[config.mk]
export PLATFORM = sky130hd
export DESIGN_NAME = cpu_selfcheck_monitor
export DESIGN_NICKNAME = d
export VERILOG_FILES = /design/src/rtl/cpu_test_pkg.sv /design/src/rtl/selfchk_exp_table.sv /design/src/rtl/cpu_selfcheck_monitor.sv
export SDC_FILE = /design/constraint.sdc
export NUM_CORES = 1
export LEC_CHECK = 0
export ABC_AREA = 1
export CAP_MARGIN = 20
export CORE_MARGIN = 4
export CORE_UTILIZATION = 50
export DETAILED_ROUTE_END_ITERATION = 6
export PLACE_DENSITY_LB_ADDON = 0.3
export SKIP_LAST_GASP = 1
export SLEW_MARGIN = 25
export SYNTH_ARGS = -nofsm -noshare
export SYNTH_HDL_FRONTEND = slang
export SYNTH_HIERARCHICAL = 1
export SYNTH_SLANG_ARGS = --single-unit
[constraint.sdc]
create_clock -name clk -period 15.1 [get_ports clk]
set_input_delay 4.53 -clock clk [delete_from_list [all_inputs] [get_ports clk]]
set_output_delay 4.53 -clock clk [all_outputs]
set_load 0.03 [all_outputs]
[src/rtl/cpu_test_pkg.sv]
// Shared types for the CPU self-check harness: FSM states, expectation entries
// and the default datapath widths.
package cpu_test_pkg;

   localparam int CPU_XLEN   = 32;
   localparam int CPU_REG_AW = 5;

   typedef enum logic [2:0] {
      IDLE,
      CPU_RST,
      RUN,
      CHECK,
      DONE
   } selfchk_state_t;

   typedef struct packed {
      logic                  en;
      logic [CPU_REG_AW-1:0] reg_addr;
      logic [CPU_XLEN-1:0]   val;
      logic [CPU_XLEN-1:0]   mask;
   } exp_entry_t;

   // x0 is hardwired, so the observed value is taken as zero whatever the port returns.
   function automatic logic entry_fails(exp_entry_t e, logic [CPU_XLEN-1:0] data);
      logic [CPU_XLEN-1:0] got;
      got = (e.reg_addr == '0) ? '0 : data;
      return e.en && (((got ^ e.val) & e.mask) != '0);
   endfunction

endpackage

[src/rtl/selfchk_exp_table.sv]
// Expectation table: NUM_CHECKS entries, one synchronous write port and one
// combinational read port.
module selfchk_exp_table
   import cpu_test_pkg::*;
#(
   parameter int NUM_CHECKS = 8,
   parameter int IDX_W      = (NUM_CHECKS > 1) ? $clog2(NUM_CHECKS) : 1
) (
   input  logic             clk,
   input  logic             rst,
   input  logic             we,
   input  logic [IDX_W-1:0] wr_idx,
   input  exp_entry_t       wr_entry,
   input  logic [IDX_W-1:0] rd_idx,
   output exp_entry_t       rd_entry
);

   exp_entry_t tbl [NUM_CHECKS];

   // NOTE: only the valid bits are reset; payload fields are don't-care until written.
   always_ff @(posedge clk) begin
      if (rst) begin
         for (int i = 0; i < NUM_CHECKS; i++) tbl[i].en <= 1'b0;
      end else if (we && (int'(wr_idx) < NUM_CHECKS)) begin
         tbl[wr_idx] <= wr_entry;
      end
   end

   assign rd_entry = (int'(rd_idx) < NUM_CHECKS) ? tbl[rd_idx] : '0;

endmodule

[src/rtl/cpu_selfcheck_monitor.sv]
// Self-check harness: resets the CPU, runs it for a bounded number of cycles or
// until halt, then walks the expectation table through the debug read port.
module cpu_selfcheck_monitor
   import cpu_test_pkg::*;
#(
   parameter int XLEN       = CPU_XLEN,
   parameter int REG_AW     = CPU_REG_AW,
   parameter int NUM_CHECKS = 8,
   parameter int CYC_W      = 16,
   parameter int RST_CYCLES = 2,
   localparam int IDX_W     = (NUM_CHECKS > 1) ? $clog2(NUM_CHECKS) : 1,
   localparam int CNT_W     = $clog2(NUM_CHECKS + 1)
) (
   input  logic              clk,
   input  logic              rst,
   input  logic              start,
   input  logic [CYC_W-1:0]  run_cycles,
   input  logic              cpu_halt,
   input  logic              exp_we,
   input  logic [IDX_W-1:0]  exp_idx,
   input  logic              exp_en,
   input  logic [REG_AW-1:0] exp_reg,
   input  logic [XLEN-1:0]   exp_val,
   input  logic [XLEN-1:0]   exp_mask,
   output logic              cpu_rst,
   output logic [REG_AW-1:0] dbg_addr,
   input  logic [XLEN-1:0]   dbg_data,
   output logic              busy,
   output logic              done,
   output logic              pass,
   output logic              timed_out,
   output logic [CNT_W-1:0]  fail_cnt,
   output logic [IDX_W-1:0]  first_fail,
   output logic [XLEN-1:0]   first_got
);

   selfchk_state_t   state;
   logic [CYC_W-1:0] run_len;
   logic [CYC_W-1:0] cnt;
   logic [CNT_W-1:0] chk_cnt;
   exp_entry_t       cur_ent;   // entry whose address is on dbg_addr this cycle
   exp_entry_t       cmp_ent;   // entry whose data arrives on dbg_data this cycle
   exp_entry_t       rd_ent;
   exp_entry_t       wr_ent;
   logic [IDX_W-1:0] rd_idx;
   logic             tbl_we;
   logic             mismatch;

   assign tbl_we = exp_we && ((state == IDLE) || (state == DONE));
   assign wr_ent = '{en: exp_en, reg_addr: exp_reg, val: exp_val, mask: exp_mask};

   // NOTE: every always_comb output gets a default first so no latch is inferred.
   always_comb begin
      rd_idx = '0;
      if (state == CHECK) rd_idx = IDX_W'(chk_cnt + 1'b1);
   end

   assign mismatch = (state == CHECK) && (chk_cnt != '0) && entry_fails(cmp_ent, dbg_data);

   selfchk_exp_table #(
      .NUM_CHECKS (NUM_CHECKS),
      .IDX_W      (IDX_W)
   ) u_table (
      .clk      (clk),
      .rst      (rst),
      .we       (tbl_we),
      .wr_idx   (exp_idx),
      .wr_entry (wr_ent),
      .rd_idx   (rd_idx),
      .rd_entry (rd_ent)
   );

   always_ff @(posedge clk) begin
      if (rst) begin
         state      <= IDLE;
         cpu_rst    <= 1'b1;
         dbg_addr   <= '0;
         busy       <= 1'b0;
         done       <= 1'b0;
         pass       <= 1'b0;
         timed_out  <= 1'b0;
         fail_cnt   <= '0;
         first_fail <= '0;
         first_got  <= '0;
         run_len    <= '0;
         cnt        <= '0;
         chk_cnt    <= '0;
         cur_ent    <= '0;
         cmp_ent    <= '0;
      end else begin
         case (state)
            IDLE, DONE: begin
               if (start) begin
                  state      <= CPU_RST;
                  cpu_rst    <= 1'b1;
                  run_len    <= run_cycles;
                  cnt        <= '0;
                  busy       <= 1'b1;
                  done       <= 1'b0;
                  pass       <= 1'b0;
                  timed_out  <= 1'b0;
                  fail_cnt   <= '0;
                  first_fail <= '0;
                  first_got  <= '0;
               end
            end
            CPU_RST: begin
               if (cnt == CYC_W'(RST_CYCLES - 1)) begin
                  state   <= RUN;
                  cpu_rst <= 1'b0;
                  cnt     <= '0;
               end else begin
                  cnt <= cnt + 1'b1;
               end
            end
            RUN: begin
               // A halt on the last cycle still counts as a clean halt.
               if (cpu_halt || (run_len == '0) || (cnt == run_len - 1'b1)) begin
                  state     <= CHECK;
                  cpu_rst   <= 1'b1;
                  timed_out <= !cpu_halt;
                  chk_cnt   <= '0;
                  cur_ent   <= rd_ent;
                  dbg_addr  <= rd_ent.reg_addr;
               end else begin
                  cnt <= cnt + 1'b1;
               end
            end
            CHECK: begin
               cmp_ent  <= cur_ent;
               cur_ent  <= rd_ent;
               dbg_addr <= rd_ent.reg_addr;
               chk_cnt  <= chk_cnt + 1'b1;
               if (mismatch) begin
                  if (fail_cnt == '0) begin
                     first_fail <= IDX_W'(chk_cnt - 1'b1);
                     first_got  <= dbg_data;
                  end
                  if (fail_cnt != CNT_W'(NUM_CHECKS)) fail_cnt <= fail_cnt + 1'b1;
               end
               if (chk_cnt == CNT_W'(NUM_CHECKS)) begin
                  state    <= DONE;
                  busy     <= 1'b0;
                  done     <= 1'b1;
                  dbg_addr <= '0;
                  pass     <= !timed_out && (fail_cnt == '0) && !mismatch;
               end
            end
            default: state <= IDLE;
         endcase
      end
   end

endmodule

==> summary.txt, run 1 <==
CTS
  • CTS buffer count: 81
  • H-tree levels: 3
  • Total clock sinks: 788
  • CTS root buf: clkbuf_16
  • Setup bufs post-CTS: 0
  • Cts hold-fix bufs: 0
  • Post-CTS sizing: 0
  • Clock tree buffer depth: 3
  • CTS tree: built
  • Clock transition at the registers of the reported paths: 0.06 ns
  • Worst skew pair latency: 0.63 ns

Critical path
  • CP Capture Type: flip-flop
  • Critical Path RT: 15.34 ns
  • Worst Setup Path Type: primary input to flip-flop
  • CP max stage cell: nor2_4
  • CP peak stage delay: 0.81 ns
  • Max Fanout on Critical Path: 40
  • Arr. time, crit path: 7.57 ns
  • Delay-heaviest family, CP: simple AND/OR/NAND/NOR gates
  • Critical Path Start Type: primary input
  • CP cell instances: clkdlybuf4s50_1 > inv_1 > nor2_1 > nand2_1 > nor2_1 > inv_1 > nor2_4 > buf_4
  • WP buf/inv: 4
  • R2R setup slack: 10.54 ns

Hold path
  • Hold Path Class: flip-flop to flip-flop

Power and ir drop
  • Peak supply drop: 85.2 uV
  • P_leak: 17.3 nW
  • Power Dens Cells: 138 nW/um^2

Placed design
  • Pre-CTS setup slack: 7.11 ns
  • Final GP Congestion: 0.873
  • DP Wirelength: 51200 microns
  • Port Buffers: 174
  • Cell Area, Placed: 37100 sq um

Route
  • Avg WL per Cell: 17.1 microns
  • Initial DRC Count: 2669
  • Drt drc: 0
  • Final wirelength: 85900 microns
  • Via density: 5.09
  • Post-route antenna net violation count: 0
  • DR pass1 iterations: 6
  • Via count: 25500

Synthesis
  • Most common cell in the netlist: nand2_1
  • Area leader, netlist: edfxtp_1
  • Largest cells by area after synthesis: edfxtp_1 (48%), dfxtp_1 (13%), nand2_1 (12%)
  • Top-area cell type share of the netlist area: 0.484
  • Library cells used by synthesis: 38
  • Post-synthesis cell area: 34800 sq um
  • Post-synth EDFFs: 560
  • FFs w/ async S/R, synth: 0
  • Mapped Nets: 4058
  • Register area share after synthesis: 0.615
  • Cells after synthesis: 3924
  • Synth warn: 6
  • Synth cell count leaders: nand2_1 (1117), inv_1 (661), edfxtp_1 (560), nand3_1 (438), nor2_1 (295)
  • Main synth FF type: edfxtp_1
  • #FFs+latches synth: 788
  • Syn Area/Cell: 8.86 sq um

Global route
  • Busiest layer in global routing: met2
  • Initial antenna violation count: 6
  • Vias in the first global route: 23800
  • GRT Overall Usage: 0.227
  • Largest net degree at the start of global routing: 178
  • GR met2 Demand/Resource: 0.370
  • Met3 Use GR: 0.0399
  • GR Util met1: 0.308
  • GRT overflow: 0
  • First-pass GRT wire length: 132000 microns

Floorplan
  • Die width: 272 microns
  • DIE AREA: 73800 sq um
  • Die Span Y: 272 microns
  • Cell Rows: 96
  • Initial Utilization: 0.506
  • Core area: 68700 sq um
  • IO Count: 175

Timing
  • RSZ-0062 raised after global routing: false
  • FMAX: 137 MHz
  • Setup TNS: 0 ns
  • Final WS setup: 7.78 ns
  • Crit path time final: 7.32 ns
  • Crit share post-route: 0.485
  • Clock Skew: 0.0232 ns
  • Max_slew headroom: 0.302
  • Final setup viols: 0
  • Final Hold Viols: 0
  • Fin. max-slew vios: 0
  • Worst slew pin tran: 1.05 ns

Final layout
  • Area Overhead vs Synth: 14.3%
  • Fin util: 0.579
  • Layout Nets: 4146
  • Ratio of cells with drive above 1 in the final layout: 0.0463
  • Design area: 39800 sq um

Run status
  • Outcome: finished clean

Run
  • Max_cap viols: 0
-- through the flow --
stage | power, mW | std cells | hold slack, ns
4_1_cts | 5.51 | 5009 | 0.471
2_1_floorplan | 3.28 | 3924 | 0.430
3_3_place_gp | 3.53 | 4858 | 0.456
5_1_grt | 5.74 | 5013 | 0.492
3_5_place_dp | 3.55 | 4859 | 0.463
6_report | 5.48 | 5016 | 0.471
-- cells in the final DEF (no fill, tap or decap), types with 17 or more instances in the layout --
master / netlist / final
edfxtp_1: 560 / 560
xor2_1: 17 / 17
clkbuf_16: 0 / 84
inv_1: 661 / 657
clkdlybuf4s50_1: 0 / 173
buf_4: 4 / 29
dfxtp_1: 228 / 228
clkbuf_1: 84 / 19
o21ai_1: 18 / 18
o21ai_0: 145 / 145
nand2_1: 1117 / 1117
nand4_1: 39 / 39
nor2_1: 295 / 287
nor3_1: 18 / 18
a21oi_1: 126 / 125
nand3_1: 438 / 438
-- power by group --
| group | switching, mW | internal (mW) |
|---|---|---|
| registers | 0.0885 | 2.48 |
| logic | 0.675 | 0.280 |
| clock network | 0.822 | 1.14 |
| total | 1.59 | 3.89 |
-- area by class of cell --
| type | count | area, sq um |
|---|---|---|
| diodes | 6 | 15.0 |
| clock buffers | 113 | 2300 |
| clock inverters | 37 | 325 |
| fillers | 5881 | 28900 |
| inverters | 667 | 2530 |
| multi-input cells | 2268 | 10000 |
| flip-flops and latches | 788 | 21400 |
| well taps | 931 | 1160 |
| repair buffers | 206 | 2030 |
-- worst register-to-register path: cells and delay by family, from the launching register on --
| kind | cells | cell delay (ns) |
|---|---|---|
| buffers and inverters | 5 | 2.73 |
| flip-flops | 1 | 0.40 |
| AND/OR/NAND/NOR | 8 | 1.39 |
-- per-layer routing --
| layer | vias up | routed length [microns] |
|---|---|---|
| li1 | 12700 | - |
| met1 | 11900 | 36600 |
| met2 | 872 | 40500 |
| met3 | 132 | 6630 |
| met4 | 0 | 2220 |
| met5 | - | 0 |
-- sequential cells by signal (all words and copies together), names as in the netlist, 3 cells and up --
register / flops
run_len: 16
dbg_addr: 5
state: 3
cnt: 16
u_table/tbl: 560
first_fail: 3
fail_cnt: 4
chk_cnt: 4
first_got: 32
cur_ent: 70
cmp_ent: 70
-- worst paths after layout --
path                             from                      endpoint  cells past startpoint
min reg2reg  cmp_ent[34]$_SDFFE_PP0P_      cmp_ent[34]$_SDFFE_PP0P_                      2
max reg2reg     state[0]$_SDFFE_PP0P_      cur_ent[35]$_SDFFE_PP0P_                     13
max                            exp_we  u_table/tbl[2][14]$_DFFE_PP_                      8
min          cmp_ent[34]$_SDFFE_PP0P_      cmp_ent[34]$_SDFFE_PP0P_                      2
-- kinds of logic (layout without fill, tap and decap cells) --
family | count (synthesis) | count (layout) | synth area share
AOI/OAI and AO/OA | 300 | 300 | 0.0439
xor gates and xnor gates | 28 | 28 | 0.00745
adders and majority gates | 8 | 8 | 0.00288
buffers and inverters | 868 | 1023 | 0.100
DFF | 788 | 788 | 0.615
other | 0 | 6 | 0
and+or+nand+nor | 1932 | 1932 | 0.231
Note: power is estimated with default switching activity, not from simulation.
==> run 2, diff against run 1 <==
==> constraint.sdc (replaced) <==
create_clock -name clk -period 7.1 [get_ports clk]
set_input_delay 2.13 -clock clk [delete_from_list [all_inputs] [get_ports clk]]
set_output_delay 2.13 -clock clk [all_outputs]
set_load 0.03 [all_outputs]
==> summary.txt, run 2 (synthesis gave the netlist of run 1 again) <==
Final layout
  • Commonest non-fill, non-tap cells in the layout: nand2_1 (1117), inv_1 (657), edfxtp_1 (560), nand3_1 (438), nor2_1 (287) (unchanged)
  • Most common cell after layout, fill and taps aside: nand2_1 (unchanged)
  • Ratio of cells with drive above 1 in the final layout: 0.0480 (was 0.0463)
  • Max reg flops: 560 (unchanged)
  • Top reg by flops: u_table/tbl (unchanged)
  • Layout Nets: 4150 (was 4146)
  • Area Overhead vs Synth: 15.0% (was 14.3%)
  • Top flop regs: u_table/tbl: 560 flops, cmp_ent: 70 flops, cur_ent: 70 flops (unchanged)
  • N_diodes: 0 (was 6)

Critical path
  • CP Capture Type: flip-flop (unchanged)
  • Arr. time, crit path: 4.73 ns (was 7.57 ns)
  • Critical Path RT: 7.36 ns (was 15.34 ns)
  • Max Fanout on Critical Path: 51 (was 40)
  • Worst Setup Path Type: primary input to flip-flop (unchanged)
  • R2R setup slack: 2.76 ns (was 10.54 ns)
  • Critical Path Start Type: primary input (unchanged)
  • R2R depth: 13 (unchanged)
  • R2R Path Start: state[0]$_SDFFE_PP0P_ (unchanged)
  • FF-to-FF End: cur_ent[36]$_SDFFE_PP0P_ (was cur_ent[35]$_SDFFE_PP0P_)

Hold path
  • Hold Path Class: flip-flop to flip-flop (unchanged)
  • Hold Path Depth: 2 (unchanged)
  • Worst Hold Endpoint: pass$_SDFFE_PP0P_ (was cmp_ent[34]$_SDFFE_PP0P_)
  • Hold_sp: pass$_SDFFE_PP0P_ (was cmp_ent[34]$_SDFFE_PP0P_)

Global route
  • Initial antenna violation count: 2 (was 6)
  • Vias in the first global route: 24400 (was 23800)
  • GRT Overall Usage: 0.231 (was 0.227)
  • GRT overflow: 0 (unchanged)
  • First-pass GRT wire length: 136000 microns (was 132000 microns)
  • Largest net degree at the start of global routing: 205 (was 178)

Timing
  • Crit share post-route: 0.629
  • RSZ-0062 raised after global routing: false (unchanged)
  • Setup TNS: 0 ns (unchanged)
  • Max_slew headroom: 0.268 (was 0.302)
  • Final Hold Viols: 0 (unchanged)
  • Fin. max-slew vios: 0 (unchanged)
  • Crit path time final: 4.46 ns
  • Worst slew pin tran: 1.10 ns (was 1.05 ns)
  • FMAX: 224 MHz
  • Clock Skew: 0.0391 ns (was 0.0232 ns)
  • Final setup viols: 0 (unchanged)
  • Final hold slack: 0.460 ns (was 0.471 ns)

Power and ir drop
  • P_leak: 17.4 nW (was 17.3 nW)
  • Clock share of power: 0.374 (was 0.358)
  • Power Dens Cells: 299 nW/um^2 (was 138 nW/um^2)
  • Switching power: 3.42 mW (was 1.59 mW)
  • Internal power: 8.54 mW (was 3.89 mW)
  • Register share of total power: 0.456 (was 0.468)
  • Gate power share: 0.170 (was 0.174)
  • Switching portion of total power: 0.286 (was 0.289)
  • Peak supply drop: 194 uV (was 85.2 uV)

Route
  • Drt drc: 0 (unchanged)
  • Post-route antenna net violation count: 0 (unchanged)
  • Final wirelength: 86400 microns (was 85900 microns)
  • DR pass1 iterations: 6 (unchanged)
  • Avg WL per Cell: 17.2 microns (was 17.1 microns)
  • Via density: 5.11 (was 5.09)
  • Via count: 25600 (was 25500)
  • Initial DRC Count: 2321 (was 2669)

CTS
  • Post-CTS sizing: 0 (unchanged)
  • Cts hold-fix bufs: 0 (unchanged)
  • CTS root buf: clkbuf_16 (unchanged)
  • Total clock sinks: 788 (unchanged)
  • CTS buffer count: 84 (was 81)
  • H-tree levels: 3 (unchanged)
  • CTS tree: built (unchanged)
  • Clock transition at the registers of the reported paths: 0.06 ns (about the same)
  • Clock tree buffer depth: 3 (unchanged)
  • Worst skew pair latency: 0.64 ns (was 0.63 ns)
  • Setup bufs post-CTS: 0 (unchanged)

Run status
  • Outcome: finished clean (unchanged)

Floorplan
  • Initial Utilization: 0.506 (unchanged)
  • Core area: 68700 sq um (unchanged)
  • IO Count: 175 (unchanged)
  • DIE AREA: 73800 sq um (unchanged)
  • Cell Rows: 96 (unchanged)
  • Die width: 272 microns (unchanged)
  • Die Span Y: 272 microns (unchanged)

Placed design
  • Port Buffers: 174 (unchanged)
  • Final GP Congestion: 0.872 (was 0.873)
  • DP Wirelength: 51000 microns (was 51200 microns)

Run
  • Max_cap viols: 0 (unchanged)
run 2: cell count changes in the layout (fill, tap and decap cells not counted), moves of 4 or more:
cell | previous run | this run
buf_12 | 1 | 7
clkbuf_16 | 84 | 88
clkbuf_1 | 19 | 15
clkbuf_8 | 9 | 1
diode_2 | 6 | 0
clkinv_1 | 12 | 16
bufinv_16 | 4 | 11
run 2: worst max-delay path by stage:
| stage | start | endpoint | slack, ns | cells after the start |
|---|---|---|---|---|
| 2_1_floorplan | rst | u_table/tbl[6][69]$_SDFFCE_PN0P_ | 0.94 | 7 |
| 3_3_place_gp | cpu_halt | cur_ent[58]$_SDFFE_PP0P_ | 2.05 | 9 |
| 3_5_place_dp | exp_we | u_table/tbl[5][13]$_DFFE_PP_ | 2.11 | 8 |
| 4_1_cts | exp_we | u_table/tbl[5][13]$_DFFE_PP_ | 2.73 | 8 |
| 5_1_grt | state[0]$_SDFFE_PP0P_ | cur_ent[36]$_SDFFE_PP0P_ | 2.44 | 13 |
| 6_report | exp_we | u_table/tbl[5][13]$_DFFE_PP_ | 2.64 | 8 |
run 2: metal layers:
metal,global-route usage,up-vias,wire length (microns)
met4,0.0635,4,1720
li1,-,12700,-
met3,0.0361,112,5810
met5,0,-,33
met1,0.325,12100,38500
met2,0.375,781,40400
run 2: area by class of cell:
| type | count | area (sq um) |
|---|---|---|
| Tap cell | 931 | 1160 |
| Clock buffer | 104 | 2270 |
| Sequential cell | 788 | 21400 |
| Fill cell | 5905 | 28700 |
| Timing Repair Buffer | 207 | 2070 |
| Multi-Input combinational cell | 2268 | 10000 |
| Clock inverter | 52 | 558 |
| Inverter | 667 | 2520 |
run 2: power groups by stage:
stage | clock [mW] | sequential (mW) | combinational [mW]
finish | 4.47 | 5.46 | 2.03
detailed placement | 0 | 5.55 | 2.01
global route | 4.73 | 5.49 | 2.29
global placement | 0 | 5.54 | 1.99
CTS | 4.54 | 5.45 | 2.03
floorplan | 0 | 5.51 | 1.46
run 2: metrics by stage:
step	setup slack (ns)	std cells	total power [mW]	area (sq um)	util
after global placement	2.05	4861	7.53	37100	0.541
after detailed placement	2.11	4861	7.56	37200	0.541
after floorplan	0.944	3924	6.98	34800	-
after CTS	2.73	5017	12.0	40000	0.582
after global routing	2.44	5017	12.5	40000	0.582
final	2.64	5017	12.0	40000	0.582
run 2: critical path: stages:
cell and delay, ns:
clkdlybuf4s50_1 0.46, inv_1 0.04, nor2_1 0.45, nand2_1 0.15, inv_1 0.10, nand2_1 0.26, nor2_4 0.66, buf_12 0.38
